**config.mk**
```make
export PLATFORM = sky130hd
export DESIGN_NAME = arbiter_match_ctrl_flat
export DESIGN_NICKNAME = d
export VERILOG_FILES = /design/src/rtl/arbiter_match_ctrl_if.sv /design/src/rtl/arbiter_match_ctrl.sv /design/src/flat_wrapper.sv
export SDC_FILE = /design/constraint.sdc
export NUM_CORES = 1
export LEC_CHECK = 0
export ABC_AREA = 1
export CORE_MARGIN = 2
export CORE_UTILIZATION = 49
export DETAILED_ROUTE_END_ITERATION = 10
export PLACE_DENSITY = 0.73
export SETUP_SLACK_MARGIN = 0.2
export SLEW_MARGIN = 20
export SYNTH_ARGS = -nofsm -noshare
export SYNTH_HDL_FRONTEND = slang
export SYNTH_SLANG_ARGS = --single-unit
```
**constraint.sdc**
```tcl
create_clock -name clk -period 1.4 [get_ports clk]
set_input_delay 0.21 -clock clk [delete_from_list [all_inputs] [get_ports clk]]
set_output_delay 0.21 -clock clk [all_outputs]
set_load 0.05 [all_outputs]
```
**src/rtl/arbiter_match_ctrl_if.sv**
```systemverilog
// rtl/arbiter_match_ctrl_if.sv - player-facing signal bundle for the reaction-match controller
interface arbiter_match_ctrl_if;
   logic       tick_in;
   logic       start_in;
   logic       req1_in_n;
   logic       req2_in_n;
   logic [3:0] leds_out;
   logic [2:0] score1_out;
   logic [2:0] score2_out;
   logic       busy_out;
   logic       match_over_out;
   logic [1:0] champ_out;

   modport master (
      output tick_in, start_in, req1_in_n, req2_in_n,
      input  leds_out, score1_out, score2_out, busy_out, match_over_out, champ_out
   );

   modport slave (
      input  tick_in, start_in, req1_in_n, req2_in_n,
      output leds_out, score1_out, score2_out, busy_out, match_over_out, champ_out
   );
endinterface

```
**src/rtl/arbiter_match_ctrl.sv**
```systemverilog
// rtl/arbiter_match_ctrl.sv - two-player reaction match: countdown, random dark wait, GO, round display, match end
module arbiter_match_ctrl #(
   parameter int WIN_SCORE  = 3,
   parameter int STEP_TICKS = 4,
   parameter int MIN_WAIT   = 4,
   parameter int SHOW_TICKS = 8
) (
   input logic clk,
   input logic rst_in,
   arbiter_match_ctrl_if.slave bus
);
   typedef enum logic [2:0] {
      S_IDLE, S_COUNTDOWN, S_WAIT, S_GO, S_SHOW, S_MATCH_END
   } state_t;

   localparam logic [2:0] WIN       = 3'(WIN_SCORE);
   localparam logic [7:0] STEP_LAST = 8'(STEP_TICKS - 1);
   localparam logic [7:0] SHOW_LAST = 8'(SHOW_TICKS - 1);
   localparam logic [7:0] WAIT_BASE = 8'(MIN_WAIT);

   state_t     state;
   logic [1:0] step;
   logic [7:0] tcnt;
   logic [7:0] wcnt;
   logic [1:0] winner;
   logic [7:0] lfsr;

   logic r1_meta, r1_sync, r1_prev;
   logic r2_meta, r2_sync, r2_prev;

   // Synchronizers idle at 1 (released) so reset never fabricates a press.
   always_ff @(posedge clk or posedge rst_in) begin
      if (rst_in) begin
         r1_meta <= 1'b1; r1_sync <= 1'b1; r1_prev <= 1'b1;
         r2_meta <= 1'b1; r2_sync <= 1'b1; r2_prev <= 1'b1;
      end else begin
         r1_meta <= bus.req1_in_n; r1_sync <= r1_meta; r1_prev <= r1_sync;
         r2_meta <= bus.req2_in_n; r2_sync <= r2_meta; r2_prev <= r2_sync;
      end
   end

   logic press1, press2, press_any, enter_show;
   logic [1:0] new_winner;

   always_comb begin
      press1     = r1_prev & ~r1_sync;
      press2     = r2_prev & ~r2_sync;
      press_any  = press1 | press2;
      enter_show = press_any &&
                   (state == S_COUNTDOWN || state == S_WAIT || state == S_GO);
      // Winner code: 01 player 1, 10 player 2, 00 tie; a false start hands the round to the opponent.
      if (press1 && press2)
         new_winner = 2'b00;
      else if (state == S_GO)
         new_winner = press1 ? 2'b01 : 2'b10;
      else
         new_winner = press1 ? 2'b10 : 2'b01;
   end

   always_ff @(posedge clk or posedge rst_in) begin
      if (rst_in)
         lfsr <= 8'h01;
      else
         lfsr <= {lfsr[6:0], lfsr[7] ^ lfsr[5] ^ lfsr[4] ^ lfsr[3]};
   end

   function automatic logic [3:0] cd_leds(input logic [1:0] s);
      case (s)
         2'd3:    cd_leds = 4'b1111;
         2'd2:    cd_leds = 4'b0111;
         2'd1:    cd_leds = 4'b0011;
         default: cd_leds = 4'b0001;
      endcase
   endfunction

   function automatic logic [3:0] show_start(input logic [1:0] w);
      case (w)
         2'b01:   show_start = 4'b0001;
         2'b10:   show_start = 4'b1000;
         default: show_start = 4'b1001;
      endcase
   endfunction

   always_ff @(posedge clk or posedge rst_in) begin
      if (rst_in) begin
         state               <= S_IDLE;
         step                <= 2'd0;
         tcnt                <= 8'd0;
         wcnt                <= 8'd0;
         winner              <= 2'b00;
         bus.leds_out        <= 4'b0000;
         bus.score1_out      <= 3'd0;
         bus.score2_out      <= 3'd0;
         bus.busy_out        <= 1'b0;
         bus.match_over_out  <= 1'b0;
         bus.champ_out       <= 2'b00;
      end else if (enter_show) begin
         state        <= S_SHOW;
         tcnt         <= 8'd0;
         winner       <= new_winner;
         bus.leds_out <= show_start(new_winner);
         if (new_winner == 2'b01 && bus.score1_out < WIN)
            bus.score1_out <= bus.score1_out + 3'd1;
         if (new_winner == 2'b10 && bus.score2_out < WIN)
            bus.score2_out <= bus.score2_out + 3'd1;
      end else begin
         case (state)
            S_IDLE, S_MATCH_END: begin
               if (bus.start_in) begin
                  state              <= S_COUNTDOWN;
                  step               <= 2'd3;
                  tcnt               <= 8'd0;
                  bus.leds_out       <= 4'b1111;
                  bus.score1_out     <= 3'd0;
                  bus.score2_out     <= 3'd0;
                  bus.champ_out      <= 2'b00;
                  bus.busy_out       <= 1'b1;
                  bus.match_over_out <= 1'b0;
               end
            end
            S_COUNTDOWN: begin
               if (bus.tick_in) begin
                  if (tcnt == STEP_LAST) begin
                     tcnt <= 8'd0;
                     if (step == 2'd0) begin
                        state        <= S_WAIT;
                        wcnt         <= WAIT_BASE + {5'd0, lfsr[2:0]};
                        bus.leds_out <= 4'b0000;
                     end else begin
                        step         <= step - 2'd1;
                        bus.leds_out <= cd_leds(step - 2'd1);
                     end
                  end else begin
                     tcnt <= tcnt + 8'd1;
                  end
               end
            end
            S_WAIT: begin
               if (bus.tick_in) begin
                  if (wcnt <= 8'd1) begin
                     state        <= S_GO;
                     bus.leds_out <= 4'b1111;
                  end else begin
                     wcnt <= wcnt - 8'd1;
                  end
               end
            end
            S_GO: begin
               // Held at GO until a press; enter_show handles the exit.
            end
            S_SHOW: begin
               if (bus.tick_in) begin
                  if (tcnt == SHOW_LAST) begin
                     tcnt <= 8'd0;
                     if (bus.score1_out == WIN || bus.score2_out == WIN) begin
                        state              <= S_MATCH_END;
                        bus.leds_out       <= (bus.score1_out == WIN) ? 4'b1100 : 4'b0011;
                        bus.champ_out      <= (bus.score1_out == WIN) ? 2'b01 : 2'b10;
                        bus.busy_out       <= 1'b0;
                        bus.match_over_out <= 1'b1;
                     end else begin
                        state        <= S_COUNTDOWN;
                        step         <= 2'd3;
                        bus.leds_out <= 4'b1111;
                     end
                  end else begin
                     tcnt <= tcnt + 8'd1;
                     if (winner == 2'b01)
                        bus.leds_out <= {bus.leds_out[2:0], bus.leds_out[3]};
                     else if (winner == 2'b10)
                        bus.leds_out <= {bus.leds_out[0], bus.leds_out[3:1]};
                  end
               end
            end
            default: state <= S_IDLE;
         endcase
      end
   end
endmodule

```
**src/flat_wrapper.sv**
```systemverilog
// flat-port wrapper written by rule: the top's interface ports become plain ports
module arbiter_match_ctrl_flat 
#(
   parameter int WIN_SCORE  = 3,
   parameter int STEP_TICKS = 4,
   parameter int MIN_WAIT   = 4,
   parameter int SHOW_TICKS = 8
)
  (clk, rst_in, bus_tick_in, bus_start_in, bus_req1_in_n, bus_req2_in_n, bus_leds_out, bus_score1_out, bus_score2_out, bus_busy_out, bus_match_over_out, bus_champ_out);
  arbiter_match_ctrl_if bus_i ();
  input logic clk;
  input logic rst_in;
  input wire logic [$bits(bus_i.tick_in)-1:0] bus_tick_in;
  input wire logic [$bits(bus_i.start_in)-1:0] bus_start_in;
  input wire logic [$bits(bus_i.req1_in_n)-1:0] bus_req1_in_n;
  input wire logic [$bits(bus_i.req2_in_n)-1:0] bus_req2_in_n;
  output wire logic [$bits(bus_i.leds_out)-1:0] bus_leds_out;
  output wire logic [$bits(bus_i.score1_out)-1:0] bus_score1_out;
  output wire logic [$bits(bus_i.score2_out)-1:0] bus_score2_out;
  output wire logic [$bits(bus_i.busy_out)-1:0] bus_busy_out;
  output wire logic [$bits(bus_i.match_over_out)-1:0] bus_match_over_out;
  output wire logic [$bits(bus_i.champ_out)-1:0] bus_champ_out;
  assign bus_i.tick_in = bus_tick_in;
  assign bus_i.start_in = bus_start_in;
  assign bus_i.req1_in_n = bus_req1_in_n;
  assign bus_i.req2_in_n = bus_req2_in_n;
  assign bus_leds_out = bus_i.leds_out;
  assign bus_score1_out = bus_i.score1_out;
  assign bus_score2_out = bus_i.score2_out;
  assign bus_busy_out = bus_i.busy_out;
  assign bus_match_over_out = bus_i.match_over_out;
  assign bus_champ_out = bus_i.champ_out;
  arbiter_match_ctrl #(.WIN_SCORE(WIN_SCORE), .STEP_TICKS(STEP_TICKS), .MIN_WAIT(MIN_WAIT), .SHOW_TICKS(SHOW_TICKS)) u_core (.clk(clk), .rst_in(rst_in), .bus(bus_i));
endmodule
```
; ---- Word level (Yosys, flattened, before mapping)
; Index checks and enable logic that the tools add are counted.
[totals]
register_bits = 51
in_bits = 6
out_inout_bits = 14
elab_cells = 174
[op_classes]
add_sub_neg = 6
magnitude_cmp = 3
n_eq_ne = 39
mux = 74
bitwise = 9
n_reduce_logical = 25
[op_table]
columns = operator, count
row1 = $mux W8, 11
row2 = $mux W4, 13
row3 = $mux W3, 16
row4 = $mux W2, 16
row5 = $pmux W8 S3, 1
row6 = $ne A2 B2 Y1 const B, 11
row7 = $ne A3 B2 Y1 const B, 7
row8 = $reduce_and A9 Y1, 2
row9 = $pmux W4 S4, 1
row10 = $pmux W8 S2, 1
row11 = $pmux W3 S5, 1
row12 = $eq A3 B2 Y1 const B, 4
row13 = $pmux W4 S3, 1
row14 = $add A8 B1 Y8 const B, 1
row15 = $eq A2 B2 Y1 const B, 4
row16 = $eq A8 B2 Y1 const B, 1
row17 = $eq A8 B3 Y1 const B, 1
row18 = $le A8 B1 Y1 const B, 1
row19 = $mux W1, 8
row20 = $pmux W4 S2, 1
row21 = $reduce_and A8 Y1, 1
row22 = $reduce_bool A2 Y1, 4
row23 = $sub A8 B1 Y8 const B, 1
row24 = $reduce_and A7 Y1, 1
row25 = other kinds (28), 47

; ---- Depth between registers and ports, before layout
; Gate-level depths: netlist of the first run.
[depth]
word_depth = 9
ltp_mapped = 11
mapped_depth_nobuf = 11

; ---- Least setup slack after synthesis of the first run
; Ideal clock, no wire load.
[synth_path]
path_type = reg2reg
start = register u_core.bus.score1_out[0]
end = register u_core.bus.champ_out[0]
setup_time_ns = 0.066
t_arrival_ns = 1.740
t_required_ns = 1.334
setup_slack_ns = -0.406
path_stages_with_launch = 11
path_buffers = 0
cell_sequence = dfrtp_1 > ha_1 > ha_1 > inv_1 > nand2_1 > nor2_1 > nor3_2 > nand2_1 > nor2_1 > nand2_1 > nand2_1
[synth_between]
elab_chain_len = 6
elab_cells_between_ends = 9
classes_between = eq/ne: 2 / mux: 5 / reduce/logical: 2
[synth_rtl]
columns = item, line
row1 = "start, declared", arbiter_match_ctrl_if.sv:21  ; output leds_out, score1_out, score2_out, busy_out, match_over_out, champ_out
row2 = "start signal, assigned", arbiter_match_ctrl.sv:103  ; bus.score1_out <= bus.score1_out + 3'd1;
row3 = $eq A3 B2 Y1 *, "arbiter_match_ctrl.sv:155, arbiter_match_ctrl.sv:158"
row4 = $mux W2, arbiter_match_ctrl.sv:158  ; bus.champ_out <= (bus.score1_out == WIN) ? 2'b01 : 2'b10;
row5 = $mux W2, arbiter_match_ctrl.sv:155  ; if (bus.score1_out == WIN || bus.score2_out == WIN) begin
row6 = $mux W2, arbiter_match_ctrl.sv:153  ; if (tcnt == SHOW_LAST) begin
row7 = $mux W2, arbiter_match_ctrl.sv:152  ; if (bus.tick_in) begin
row8 = $pmux W2 S2, arbiter_match_ctrl.sv:107  ; case (state)
row9 = "end signal, assigned", arbiter_match_ctrl.sv:158
row10 = "end, declared", arbiter_match_ctrl_if.sv:21
; Every way passes the cells marked *; elsewhere a longest branch is shown, timed or not. The select of a mux whose other input is x is not followed.
; A chain may end at the register's enable or synchronous reset.

; ---- Worst setup path in the final report of the first run
[layout_path]
start = register u_core.state[0]
end = register u_core.wcnt[2]
[layout_between]
elab_chain_len = 6
elab_cells_between_ends = 15
classes_between = eq/ne: 8 / mux: 1 / bitwise: 1 / reduce/logical: 5
[layout_rtl]
columns = item, line
row1 = "start, declared", arbiter_match_ctrl.sv:21  ; state_t state;
row2 = "start signal, assigned", arbiter_match_ctrl.sv:86  ; state <= S_IDLE;
row3 = "start signal, assigned", arbiter_match_ctrl.sv:98  ; state <= S_SHOW;
row4 = "start signal, assigned", arbiter_match_ctrl.sv:110  ; state <= S_COUNTDOWN;
row5 = $eq A3 B1 Y1 / $eq A3 B2 Y1 (equally long branches), "arbiter_match_ctrl.sv:50, arbiter_match_ctrl.sv:107"
row6 = $logic_or A1 B1 Y1 (2 in series), arbiter_match_ctrl.sv:50  ; (state == S_COUNTDOWN || state == S_WAIT || state == S_GO);
row7 = $logic_and A1 B1 Y1, arbiter_match_ctrl.sv:49  ; enter_show = press_any &&
row8 = $not A1 Y1 (no source line), --
row9 = $reduce_and A7 Y1 (no source line), --
row10 = "end signal, assigned", arbiter_match_ctrl.sv:127  ; wcnt <= WAIT_BASE + {5'd0, lfsr[2:0]};
row11 = "end signal, assigned", arbiter_match_ctrl.sv:144  ; wcnt <= wcnt - 8'd1;
row12 = "end, declared", arbiter_match_ctrl.sv:24  ; logic [7:0] wcnt;
; Several ways; a longest one is shown, not always the timed one.

==> reports/metrics.csv, run 1 <==
stage,metric,value,unit
synth,Synth Instances,384,
setup_path,crit-path cells,"inv_4, nor2_4, nand2_4, nand2_4, nand2_4, nor2_4, nand3b_4, nand2_2, o21ai_2",
synth,sequential share of the synthesized area,42.6,%
cells_and_area,"commonest non-fill, non-tap cell in the layout",nand2_1,
route,drt wl/cell,18.2,um
synth,synthesized cell area,3010,um2
sta,Final Setup Violations,36,
global_routing,initial antenna violation count,0,
clock_network,TritonCTS Sinks,51,
route,DRT antenna net count,0,
sta,worst-margin pin slew,0.320,ns
global_routing,vias in the first global route,3018,
synth,"Net Count, Synth",401,
sta,Setup Skew,0.0145,ns
pwr,Pwr Total,10.7,mW
clock_network,Max clock buf depth,2,
setup_path,reg2reg setup slack,-0.35,ns
setup_path,"Slowest-stage cell, CP",dfrtp_2,
placed_design,GP Congestion,0.859,
worst_hold_path,HP Class,input port to flip-flop,
synth,synth unique cells,34,
cells_and_area,most frequent cells in the layout,"84 x nand2_1, 81 x buf_4, 34 x dfrtp_1",
sta,fmax,573,MHz
synth,multiplexer share of the synthesized area,0,%
synth,simple-gate share of the synthesized area,32.9,%
cells_and_area,Layout Utilization,81.4,%
status,failing checks,setup timing,
synth,number of synthesized register bits,51,
cells_and_area,layout net count,519,
synth,Synth Area in XOR/XNOR,3.78,%
route,DRC violations left,0,
synth,Ys Warns,0,
run,max_cap viols,0,
pwr,Max VDD drop,1.79,mV
sta,Slew Limit Headroom,78.4,%
setup_path,critical path's largest stage delay,0.48,ns
sta,Hold Fails Final Rpt,0,
placed_design,# port buffers,19,
synth,Syn Area/Cell,7.85,um2
cells_and_area,Antenna diodes,0,
clock_network,"Reg clk slew, reported paths",0.11,ns
sta,minimum clock period after layout,1.75,ns
synth,Compound-Gate Fraction of Synth Area,9.46,%
route,Avg Vias per Cell,5.73,
setup_path,"Top cell by count, worst path",nand2_4,
floorplanning,Core Area,5920,um2
floorplanning,initial core utilization,50.9,%
floorplanning,Die W,82.4,um
placed_design,Setup WS pre-CTS,-0.256,ns
synth,largest family of logic cells by synthesized area,simple AND/OR/NAND/NOR gates,
placed_design,HPWL Detailed,5.50,mm
route,via count,3311,
sta,Setup TNS Final,-9.16,ns
clock_network,hold_buf cts,0,
global_routing,Total Routing Usage GR,26.0,%
global_routing,GR Overflow Total,0,
global_routing,largest net degree at the start of global routing,52,
floorplanning,die area,6790,um2
clock_network,Root Buffer Master,clkbuf_8,
clock_network,CTS H-tree depth,2,
sta,fin crit share,125,%
route,DRT Wirelength,10.5,mm
route,Pre-antenna DRT Iters,5,
setup_path,required time worst endpoint,1.63,ns
floorplanning,row count,28,
setup_path,Setup Crit Path Kind,flip-flop to flip-flop,
setup_path,Worst path top cell family by delay,simple AND/OR/NAND/NOR gates,
sta,Setup WS post-layout,-0.345,ns
floorplanning,Die Height,82.4,um
clock_network,CTS tree,yes,
setup_path,"Max FO, Critical Path",8,
cells_and_area,Layout Cells excl Fill,578,
sta,Pins Over Slew Limit,0,
status,status,"finished, violations left",
route,drt initial violations,252,
pwr,power density over the cells,2220,nW/um2
global_routing,first-pass GRT wire length,13.5,mm
setup_path,Worst setup SP type,flip-flop,
clock_network,Num CTS Buffers,5,
cells_and_area,design area,4820,um2
placed_design,placed cell area,4170,um2
cells_and_area,layout cells sized above 1,50.7,%
pwr,Leakage,2.32,nW
synth,Adder-Cell Fraction of Synth Area,4.57,%
clock_network,Clock Latency Late Sink,0.33,ns
setup_path,Crit path buffers/inverters,1,
cells_and_area,Syn-to-layout area delta,59.9,%
setup_path,Worst setup EP type,flip-flop,
floorplanning,I/O Pins,20,
setup_path,"Arr. time, crit path",1.97,ns
sta,RSZ-0062 raised after global routing,true,
placed_design,placed instance count,550,
sta,Fin Hold WS,0.287,ns
==> cell families after synthesis <==
kind of cell             count (synthesis)
XOR/XNOR                                13
adder cells (fa/ha/maj)                 11
buffers and inverters                   48
AO/OA/AOI/OAI                           46
flip-flops                              51
AND/OR/NAND/NOR                        215
==> synthesized netlist by cell type <==
master    instances  area, um2
a21oi_1           9       45.0
o21ai_4           1       16.3
xor2_1           10       87.6
o21ai_1           6       30.0
o211ai_1          1       7.51
o21a_1            2       15.0
buf_6             2       22.5
nor2_1           26       97.6
inv_2             6       22.5
o22ai_1           1       6.26
inv_1            37        139
buf_2             2       10.0
dfstp_2           7        184
o21ai_2           8       70.1
a21boi_0          1       7.51
nor2_2           11       68.8
or2_2             2       12.5
inv_4             1       6.26
ha_1             11        138
nand3_2           1       10.0
nand3b_4          1       20.0
nor3_2            1       10.0
a211oi_1          1       7.51
o21ai_0          16       80.1
nand2_4           3       33.8
nand3b_1          1       7.51
nor2_4            2       22.5
nand4_1           7       43.8
nand3_1          36        180
xnor2_1           3       26.3
nand2_1         115        432
nand2_2           7       43.8
dfrtp_1          44       1100
nor3_1            2       10.0
==> where the power goes <==
part,internal [mW],switching [mW]
Sequential,1.85,0.436
Clock,0.363,0.581
Combinational,3.25,4.22
==> metal layers <==
layer | routed length, um | GRT usage (%)
met1 | 4080 | 33.9
met2 | 5200 | 42.7
met3 | 670 | 5.11
met4 | 594 | 10.2
met5 | 0 | 0
==> flip-flops by register name, summed over array words and instances (netlist names), 3 cells and up <==
signal and count:
u_core.lfsr 8, u_core.bus.score1_out 3, u_core.tcnt 8, u_core.state 3
u_core.wcnt 8, u_core.bus.leds_out 4, u_core.bus.score2_out 3
==> worst reg2reg max path: cells and delay by family (launching register included) <==
family	cells	cell delay, ns
AO/OA/AOI/OAI	1	0.06
buffers and inverters	1	0.07
flip-flops	1	0.48
AND/OR/NAND/NOR	7	1.04
==> what timing repair did <==
item                       CTS  global route
gates cloned                 1             0
setup buffers                9            10
setup endpoints to repair   43            44
gates resized for setup     48            58
pin swaps                   15            18
==> final cells by class <==
class,instances,area [um2]
Fill cell,308,1100
Timing Repair Buffer,114,1100
Multi-Input combinational cell,286,2050
Clock buffer,5,68.8
Sequential cell,51,1300
Tap cell,75,93.8
Inverter,44,179
Clock inverter,3,23.8
==> final timing paths <==
| kind | startpoint | to | depth (start not counted) |
|---|---|---|---|
| min reg2reg | u_core.lfsr[6] | u_core.lfsr[7] | 0 |
| max in group asynchronous | rst_in | u_core.r2_prev | 3 |
| min in group asynchronous | rst_in | u_core.state[2] | 3 |
| max reg2reg | u_core.state[0] | u_core.wcnt[2] | 9 |
| min | bus_req1_in_n | u_core.r1_meta | 1 |
| max | u_core.state[0] | u_core.wcnt[2] | 9 |
Note: power is estimated with default switching activity, not from simulation.
==> run 2, diff against run 1 <==
Settings changed: CORE_UTILIZATION 49 to 37, PLACE_DENSITY 0.73 to 0.58.
==> reports/metrics.csv, run 2 (synthesis gave the netlist of run 1 again) <==
stage,metric,value,unit
global_routing,largest net degree at the start of global routing,52,
cells_and_area,Layout Cells excl Fill,603,
placed_design,# port buffers,19,
cells_and_area,biggest regs,"u_core.lfsr: 8 flops, u_core.tcnt: 8 flops, u_core.wcnt: 8 flops",
cells_and_area,most frequent cells in the layout,"92 x nand2_1, 76 x buf_4, 33 x dfrtp_1",
sta,Slew Limit Headroom,81.5,%
sta,Final Setup Violations,36,
placed_design,GP Congestion,0.872,
sta,worst-margin pin slew,0.277,ns
clock_network,TritonCTS Sinks,51,
sta,Setup TNS Final,-4.87,ns
sta,Setup Skew,0.00750,ns
worst_hold_path,HP Class,input port to flip-flop,
route,DRC violations left,0,
setup_path,required time worst endpoint,1.62,ns
setup_path,reg2reg setup slack,-0.19,ns
run,max_cap viols,0,
pwr,Leakage,2.30,nW
global_routing,met1 Use GR,25.3,%
route,drt wl/cell,12.8,um
route,Avg Vias per Cell,4.72,
setup_path,RR Startpoint,u_core.state[2],
setup_path,worst setup path start,u_core.state[2],
route,DRT antenna net count,0,
cells_and_area,Antenna diodes,0,
route,drt initial violations,88,
route,DRT Wirelength,7.72,mm
cells_and_area,footprint of the multi-input gates,2020,um2
cells_and_area,Fillers,645,
route,Pre-antenna DRT Iters,4,
placed_design,placed instance count,582,
global_routing,most used routing layer,met2,
sta,Setup WS post-layout,-0.194,ns
clock_network,CTS tree,yes,
floorplanning,die area,8880,um2
sta,fmax,627,MHz
status,status,"finished, violations left",
global_routing,GR Overflow Total,0,
clock_network,"Reg clk slew, reported paths",0.11,ns
pwr,power density over the cells,2120,nW/um2
clock_network,Max clock buf depth,2,
floorplanning,initial core utilization,38.6,%
floorplanning,Die Height,94.3,um
global_routing,vias in the first global route,2717,
setup_path,"Max FO, Critical Path",8,
route,via count,2846,
cells_and_area,Syn-to-layout area delta,60.1,%
cells_and_area,register area,1300,um2
clock_network,Num CTS Buffers,5,
cells_and_area,"commonest non-fill, non-tap cell in the layout",nand2_1,
setup_path,Setup Crit Path Kind,flip-flop to flip-flop,
pwr,Max VDD drop,1.11,mV
global_routing,met2 Use GR,30.9,%
setup_path,Worst setup SP type,flip-flop,
sta,minimum clock period after layout,1.59,ns
global_routing,initial antenna violation count,0,
clock_network,Root Buffer Master,clkbuf_8,
sta,Pins Over Slew Limit,0,
floorplanning,Core Area,7810,um2
floorplanning,Die W,94.3,um
global_routing,GR Layer Usage met3,2.89,%
floorplanning,I/O Pins,20,
floorplanning,row count,32,
sta,Hold Fails Final Rpt,0,
status,failing checks,setup timing,
setup_path,"Arr. time, crit path",1.81,ns
cells_and_area,layout cells sized above 1,49.5,%
setup_path,Worst setup EP type,flip-flop,
clock_network,Clock Latency Late Sink,0.32,ns
sta,RSZ-0062 raised after global routing,true,
sta,fin crit share,114,%
global_routing,Total Routing Usage GR,18.6,%
clock_network,CTS H-tree depth,2,
global_routing,first-pass GRT wire length,12.9,mm
cells_and_area,layout net count,517,
placed_design,HPWL Detailed,5.43,mm
worst_hold_path,worst hold path startpoint,bus_req1_in_n,
## run 2: cell count changes in the layout (fill, tap and decap cells not counted), sizes merged
cell	change
buf	-3
clkinv	-1
inv	+1
nand2	+1
## run 2: worst max-delay path, stage by stage (launching register included)
cell and delay, ns:
dfrtp_2 0.53, nor2_4 0.18, nand2_4 0.12, nand2_4 0.11, nand2_4 0.06, nor2_4 0.14
nand3b_4 0.18, nand2_1 0.11, o21ai_2 0.05
## run 2: where the power goes
part           switching (mW)  leakage (nW)  total, mW  internal (mW)
Clock                   0.582        0.0467      0.954          0.372
Sequential              0.399         0.641       2.25           1.85
Combinational            3.80          1.62       7.03           3.24
Total                    4.78          2.30       10.2           5.46
## run 2: layout make-up
cell class / instances / area share [%]
Sequential cell: 51 / 26.9
Timing Repair Buffer: 111 / 22.8
Clock inverter: 3 / 0.571
Inverter: 44 / 3.71
Tap cell: 102 / 2.65
Multi-Input combinational cell: 287 / 42.0
Clock buffer: 5 / 1.43
## run 2: routing by layer
layer | up-vias | part of all wire [%] | routed length [um]
met2 | 32 | 50 | 3830
met4 | 0 | 1.2 | 90
li1 | 1467 | - | -
met3 | 6 | 2.6 | 201
met1 | 1341 | 47 | 3600
met5 | - | 0 | 0
## run 2: final timing paths
kind	depth (start not counted)	end
setup reg to reg	8	u_core.wcnt[2]
min in group asynchronous	3	u_core.lfsr[3]
hold reg to reg	0	u_core.lfsr[7]
setup / recovery	8	u_core.wcnt[2]
hold / removal	1	u_core.r1_meta
max in group asynchronous	3	u_core.r1_prev
## run 2: per-stage QoR
step	utilization (%)	hold slack (ns)	cell area, um2	power (mW)	setup slack [ns]
after global routing	61.8	0.270	4820	11.0	-0.265
after CTS	59.4	0.281	4640	9.79	-0.158
after detailed placement	54.5	0.335	4250	8.17	-0.247
after floorplan	-	0.214	3200	5.56	-0.108
after global placement	54.5	0.335	4250	8.12	-0.232
final	61.8	0.283	4820	10.2	-0.194
## run 2: what timing repair did
item                                    in CTS  in global routing
cloned                                       2                  0
gates resized for setup                     55                 37
hold buffers                                 0                  0
endpoints found under the setup margin      43                 43
setup buffers                                6                  5
pin swaps                                   30                 32
==> run 3, diff against run 2 <==
Settings changed: CORE_UTILIZATION 37 to 45, PLACE_DENSITY 0.58 to 0.68.
==> reports/metrics.csv, run 3 (synthesis gave the netlist of run 1 again) <==
stage,metric,value,unit
global_routing,initial antenna violation count,0,
sta,worst-margin pin slew,0.275,ns
route,drt initial violations,113,
worst_hold_path,Hold Path Sink,u_core.r1_meta,
worst_hold_path,HP Class,input port to flip-flop,
sta,Final Setup Violations,34,
global_routing,first-pass GRT wire length,13.1,mm
route,DRT Wirelength,7.74,mm
pwr,power share of the combinational group,68.3,%
global_routing,largest net degree at the start of global routing,52,
clock_network,Clock Latency Late Sink,0.32,ns
clock_network,TritonCTS Sinks,51,
clock_network,CTS tree,yes,
setup_path,reg2reg setup slack,-0.19,ns
floorplanning,I/O Pins,20,
cells_and_area,Antenna diodes,0,
worst_hold_path,worst hold path startpoint,bus_req1_in_n,
pwr,Max VDD drop,1.46,mV
cells_and_area,layout cells sized above 1,47.8,%
clock_network,hold_buf cts,0,
floorplanning,Core Area,6420,um2
sta,Setup WS post-layout,-0.188,ns
route,drt wl/cell,13.5,um
clock_network,Num CTS Buffers,5,
sta,fin crit share,113,%
placed_design,GP Congestion,0.893,
clock_network,CTS H-tree depth,2,
clock_network,"Reg clk slew, reported paths",0.10,ns
pwr,switching fraction of total power,46.9,%
sta,Pins Over Slew Limit,0,
route,Avg Vias per Cell,5.09,
global_routing,GR Overflow Total,0,
clock_network,Root Buffer Master,clkbuf_8,
floorplanning,Die Height,85.8,um
run,max_cap viols,0,
pwr,Leakage,2.24,nW
setup_path,"Arr. time, crit path",1.85,ns
sta,Slew Limit Headroom,81.7,%
clock_network,Max clock buf depth,2,
cells_and_area,layout net count,510,
sta,RSZ-0062 raised after global routing,true,
cells_and_area,biggest regs,"u_core.lfsr: 8 flops, u_core.tcnt: 8 flops, u_core.wcnt: 8 flops",
pwr,Clock Power Share,9.1,%
setup_path,Setup Crit Path Kind,flip-flop to flip-flop,
cells_and_area,design area,4660,um2
sta,Hold Fails Final Rpt,0,
placed_design,placed cell area,4170,um2
status,failing checks,setup timing,
floorplanning,row count,29,
setup_path,Worst setup EP type,flip-flop,
global_routing,Total Routing Usage GR,22.3,%
pwr,NetSw,4.65,mW
setup_path,RR Startpoint,u_core.state[1],
cells_and_area,most frequent cells in the layout,"93 x nand2_1, 74 x buf_4, 34 x dfrtp_1",
route,via count,2906,
sta,minimum clock period after layout,1.59,ns
sta,Fin Hold WS,0.292,ns
setup_path,worst setup path start,u_core.state[1],
worst_hold_path,hold path cells,1,
pwr,power density over the cells,2130,nW/um2
setup_path,worst r2r path cells,9,
pwr,sequential share of power,22.7,%
placed_design,Setup WS pre-CTS,-0.235,ns
route,DRC violations left,0,
placed_design,HPWL Detailed,5.44,mm
floorplanning,die area,7370,um2
floorplanning,initial core utilization,46.9,%
sta,Setup Skew,0.00581,ns
global_routing,vias in the first global route,2961,
floorplanning,Die W,85.8,um
pwr,P_int,5.27,mW
status,status,"finished, violations left",
cells_and_area,"commonest non-fill, non-tap cell in the layout",nand2_1,
setup_path,worst r2r dst,u_core.tcnt[7],
cells_and_area,Layout Utilization,72.6,%
route,DRT antenna net count,0,
placed_design,# port buffers,19,
setup_path,Worst setup SP type,flip-flop,
cells_and_area,Syn-to-layout area delta,54.7,%
setup_path,required time worst endpoint,1.66,ns
sta,fmax,630,MHz
setup_path,"Max FO, Critical Path",5,
route,Pre-antenna DRT Iters,4,
[run 3: critical path, cell delays in order, from the launching register on]
cell,delay (ns)
dfrtp_2,0.48
nor2_4,0.17
nand2_2,0.16
inv_2,0.14
nand2_4,0.08
o21ai_2,0.08
nand3_1,0.13
nor2_4,0.15
nand2_1,0.06
nand2_1,0.07
[run 3: cell type report]
| cell class | count | area [um2] |
|---|---|---|
| Clock buffer | 5 | 68.8 |
| Clock inverter | 3 | 23.8 |
| Fill cell | 451 | 1760 |
| Inverter | 44 | 179 |
| Multi-Input combinational cell | 286 | 1970 |
| Sequential cell | 51 | 1300 |
| Tap cell | 77 | 96.3 |
| Timing Repair Buffer | 105 | 1030 |
[run 3: routing by layer]
metal | wire length, um | part of all wire, % | GRT usage, %
met5 | 0 | 0 | 0
met4 | 127 | 1.6 | 6.20
met3 | 261 | 3.4 | 3.46
met2 | 3990 | 52 | 39.6
met1 | 3360 | 43 | 28.2
[run 3: worst max-delay path by stage]
stage,endpoint,depth (start not counted)
detailed placement,u_core.wcnt[1],8
global placement,u_core.wcnt[1],7
floorplan,u_core.bus.champ_out[0],10
global route,u_core.bus.leds_out[0],10
CTS,u_core.tcnt[5],10
finish,u_core.tcnt[7],9
[run 3: repair_timing]
item / in CTS / in global routing
endpoints found under the setup margin: 43 / 44
gates resized for setup: 39 / 41
buffers inserted: 7 / 3
cloned: 1 / 0
pin swaps: 24 / 26
[run 3: power by group through the flow]
stage	clock (mW)	combinational [mW]	sequential [mW]
after floorplan	0	2.94	2.62
after global placement	0	5.70	2.23
after detailed placement	0	5.82	2.23
after CTS	0.926	6.22	2.23
after global routing	0.973	7.38	2.30
final	0.898	6.77	2.25
[run 3: per-stage QoR]
| stage | std cells | setup TNS (ns) | power [mW] |
|---|---|---|---|
| after floorplan | 384 | -1.36 | 5.56 |
| after global placement | 552 | -5.27 | 7.93 |
| after detailed placement | 552 | -6.08 | 8.05 |
| after CTS | 568 | -4.64 | 9.37 |
| after global routing | 571 | -8.04 | 10.7 |
| final | 571 | -4.69 | 9.92 |
==> variant 1 (config.mk and constraints of run 1) <==
One comparison of `tcnt` changes from == to >=.
--- a/src/rtl/arbiter_match_ctrl.sv
+++ b/src/rtl/arbiter_match_ctrl.sv
@@ -150,7 +150,7 @@
             end
             S_SHOW: begin
                if (bus.tick_in) begin
-                  if (tcnt == SHOW_LAST) begin
+                  if (tcnt >= SHOW_LAST) begin
                      tcnt <= 8'd0;
                      if (bus.score1_out == WIN || bus.score2_out == WIN) begin
                         state              <= S_MATCH_END;
Check against the original RTL: no difference found for any inputs over 10 cycles, from zero or initial values and one cycle with rst_in high; that may be too few to reach the edited logic, so the function may still have changed.
==> variant 1 against run 1 <==
The run still ends with setup timing left. Worst setup slack better by 0.060 ns. Synthesized area grew 0.46%. Routed wire length down 2.7%. Combinational power up 3.7%. Total power is 4.1% higher. Core utilization grew 1.3 points. Cell area rose by 2.2%. Critical path depth rose by 1. Sequential cell count is the same. Count of clock-buffer cells in the layout grew 1.
==> variant 1: results (changes against run 1) <==
| Metric | Value |
|---|---|
| Drt wl/cell | 17.42 µm (was 18.24 µm) |
| Total GRT Usage | 0.2911 (was 0.2605) |
| Count of cell types in the netlist | 33 (was 34) |
| Clk_skew | 0.007346 ns (was 0.01450 ns) |
| Outcome | finished, violations left (unchanged) |
| Arr. time, crit path | 1.89 ns (was 1.97 ns) |
| Pleak | 0.002375 µW (was 0.002317 µW) |
| Final Wtd Congestion | 0.8521 (was 0.8591) |
| Vias post-DR | 3348 (was 3311) |
| Cell Count, Final, Fillers Out | 589 (was 578) |
| Synth Area in Compound Gates | 0.08967 (was 0.09465) |
| Setup WS post-layout | -0.2855 ns (was -0.3453 ns) |
| Final setup fails | 36 (unchanged) |
| Failing checks | setup timing (unchanged) |
| Share of cells above drive strength 1 | 0.5078 (was 0.5070) |
| Post-synthesis sequential area ratio | 0.4244 (was 0.4263) |
| Hold Slack | 0.2922 ns (was 0.2874 ns) |
| Nets | 530 (was 519) |
| Detailed placer's ending HPWL | 5400 µm (was 5505 µm) |
| Synth top cells by count | 130 x nand2_1, 45 x nand3_1, 44 x dfrtp_1 (was 115 x nand2_1, 44 x dfrtp_1, 37 x inv_1) |
| Int Pwr | 5835 µW (was 5463 µW) |
| Syn Inst Count | 397 (was 384) |
| Reg-to-Reg End | u_core.wcnt[3] (was u_core.wcnt[2]) |
| FF-to-FF path depth | 10 (was 9) |
| Fillers | 330 (was 308) |
| Post-synthesis adder-cell area fraction | 0.04545 (was 0.04566) |
| Placed inst area | 4143 µm² (was 4168 µm²) |
variant 1: changes by cell type in the layout (fill, tap and decap cells not counted), moves of 3 or more:
cell,change
buf_4,-4
nand2_1,+12
nand3_1,+5
nand3_2,+6
nand4_1,-3
nor2_4,-4
o21ai_0,-3
xor2_1,-4
variant 1: repair_timing:
action	4_1_cts	5_1_grt
resized for setup	78	43
hold buffers	0	0
pin swaps	17	25
setup buffers	16	10
setup endpoints to repair	43	43
gates cloned	1	0
variant 1: worst max path at each step:
stage	end	slack, ns
global route	u_core.bus.leds_out[2]	-0.35
floorplan	u_core.wcnt[3]	-0.11
finish	u_core.wcnt[3]	-0.29
detailed placement	u_core.tcnt[3]	-0.29
global placement	u_core.tcnt[3]	-0.23
CTS	u_core.wcnt[1]	-0.19
variant 1: routing by layer:
metal	GRT usage	wire length (µm)
met5	0	0
met4	0.1164	708
met3	0.04891	629
met2	0.5065	5180
met1	0.3588	3744
variant 1: layout make-up:
type | instances | area share
Clock inverter | 2 | 0.007112
Sequential cell | 51 | 0.2634
Tap cell | 75 | 0.01905
Inverter | 45 | 0.03810
Timing Repair Buffer | 114 | 0.2332
Multi-Input combinational cell | 296 | 0.4224
Clock buffer | 6 | 0.01676
variant 1: power groups by stage:
stage	sequential [µW]	combinational, µW	clock, µW
2_1_floorplan	2680	3050	0
3_3_place_gp	2240	5580	0
3_5_place_dp	2250	5720	0
4_1_cts	2270	6680	1090
5_1_grt	2340	8260	1150
6_report	2300	7750	1090
variant 1: logic make-up after synthesis:
group,Yosys count
compound gates,46
flops,51
xor+xnor,11
buf+inv,50
simple gates,228
fa+ha+maj,11
==> variant 2 (config.mk and constraints of run 1) <==
Made on the original files. `SHOW_TICKS` is set to 8 in 2 places; all go to 6.
--- a/src/rtl/arbiter_match_ctrl.sv
+++ b/src/rtl/arbiter_match_ctrl.sv
@@ -3,7 +3,7 @@
    parameter int WIN_SCORE  = 3,
    parameter int STEP_TICKS = 4,
    parameter int MIN_WAIT   = 4,
-   parameter int SHOW_TICKS = 8
+   parameter int SHOW_TICKS = 6
 ) (
    input logic clk,
    input logic rst_in,
--- a/src/flat_wrapper.sv
+++ b/src/flat_wrapper.sv
@@ -4,7 +4,7 @@
    parameter int WIN_SCORE  = 3,
    parameter int STEP_TICKS = 4,
    parameter int MIN_WAIT   = 4,
-   parameter int SHOW_TICKS = 8
+   parameter int SHOW_TICKS = 6
 )
   (clk, rst_in, bus_tick_in, bus_start_in, bus_req1_in_n, bus_req2_in_n, bus_leds_out, bus_score1_out, bus_score2_out, bus_busy_out, bus_match_over_out, bus_champ_out);
   arbiter_match_ctrl_if bus_i ();
Function: changed (Yosys sat finds a counterexample within 10 cycles, from zero or initial values and one cycle with rst_in high).
==> variant 2 against run 1 <==
The run still ends with setup timing left. Worst setup slack worse by 0.067 ns. Clock skew down 0.0057 ns. Final cell count up 5.4%. Total power down 1.6%. Synthesized area up 2.2%. Cell area up 2.0%. First-iteration DRC count up 15%. Combinational power about the same. Synthesized cell count up 4.2%. Critical path depth up 2. Sequential cell count unchanged. Sequential power down 3%. Sequential share of layout area down 0.55 points. Routed wire length down 4.4%. Largest cell class unchanged.
==> variant 2: results (changes against run 1) <==
| Metric | Value |
|---|---|
| Outcome | finished, violations left (unchanged) |
| Hold crit path type | in2async (was in2reg) |
| Dpl ws | -0.2802 ns (was -0.2558 ns) |
| Vias in the first global route | 3062 (was 3018) |
| Reg clk slew, reported paths | 0.09 ns (was 0.11 ns) |
| Failing checks | setup timing (unchanged) |
| Synth top cells by count | 119 x nand2_1, 46 x inv_1, 44 x dfrtp_1 (was 115 x nand2_1, 44 x dfrtp_1, 37 x inv_1) |
| CTS resizes | 42 (was 48) |
| Detailed placer's ending HPWL | 5633 µm (was 5505 µm) |
| CP max FO | 3 (was 8) |
| Post-Route WL | 10080 µm (was 10540 µm) |
| Worst setup path start | u_core.wcnt[0] (was u_core.state[0]) |
| Pleak | 0.002455 µW (was 0.002317 µW) |
| Total GRT Usage | 0.2396 (was 0.2605) |
| Worst Max-Slew Pin Slew | 0.3294 ns (was 0.3203 ns) |
| Setup WS post-layout | -0.4119 ns (was -0.3453 ns) |
| Post-synthesis sequential area ratio | 0.4173 (was 0.4263) |
| Arr. time, crit path | 2.06 ns (was 1.97 ns) |
| Peak VDD IR | 1256 µV (was 1793 µV) |
| Post-synthesis net count | 418 (was 401) |
| Synth top area cells | dfrtp_1 36%, nand2_1 15%, nand3_1 6.3% (was dfrtp_1 37%, nand2_1 14%, dfstp_2 6.1%) |
| Clk_skew | 0.008773 ns (was 0.01450 ns) |
| Slowest stage delay, CP | 0.45 ns (was 0.48 ns) |
| Fillers | 314 (was 308) |
| Final setup fails | 35 (was 36) |
-- variant 2: cell types whose count changed after synthesis, moves of 2 or more --
cell and change:
nor2_1 +8, nor2_2 -7, o21ai_2 -5, nor3_1 +2, nand3_1 +3, nor2_4 +4, nand4_1 -7, nand2_1 +4
o22ai_1 +2, buf_2 -2, o21a_1 -2, inv_1 +9, a21oi_1 +4, nand2_4 +2
-- variant 2: per-layer routing --
metal,GRT usage,wire (µm),vias to the layer above
met5,0,0,-
met3,0.04573,591,59
li1,-,-,1521
met1,0.3034,3938,1576
met4,0.08048,570,0
met2,0.4106,4974,160
-- variant 2: per-stage QoR --
| step | instances | cell area [µm²] | hold WS (ns) | setup TNS [ns] |
|---|---|---|---|---|
| after floorplan | 400 | 3217 | 0.2145 | -1.666 |
| after global placement | 571 | 4220 | 0.3419 | -5.733 |
| after detailed placement | 571 | 4220 | 0.3410 | -7.194 |
| after CTS | 592 | 4547 | 0.2835 | -4.834 |
| after global routing | 609 | 4913 | 0.2849 | -11.49 |
| final | 609 | 4913 | 0.2772 | -8.304 |
-- variant 2: worst register-to-register path: stages (launching register included) --
cell     delay (ns)
dfrtp_1        0.45
inv_2          0.11
ha_4           0.14
nor2_2         0.04
nor2_1         0.10
nand2_1        0.14
nand2_2        0.16
nand2_4        0.08
o21ai_4        0.21
buf_6          0.13
nand3_1        0.09
nand2_1        0.11
-- variant 2: cell type report --
| cell class | count | area share |
|---|---|---|
| tap | 75 | 0.01910 |
| clock buffer | 6 | 0.01477 |
| timing repair buffer | 128 | 0.2508 |
| clock inverter | 2 | 0.002546 |
| inverter | 55 | 0.04584 |
| sequential | 51 | 0.2638 |
| multi-input combinational | 292 | 0.4031 |
-- variant 2: power breakdown --
group          switching (µW)  internal, µW  total [µW]
Sequential                380          1840        2220
Combinational            4160          3310        7470
Clock                     490           350         840
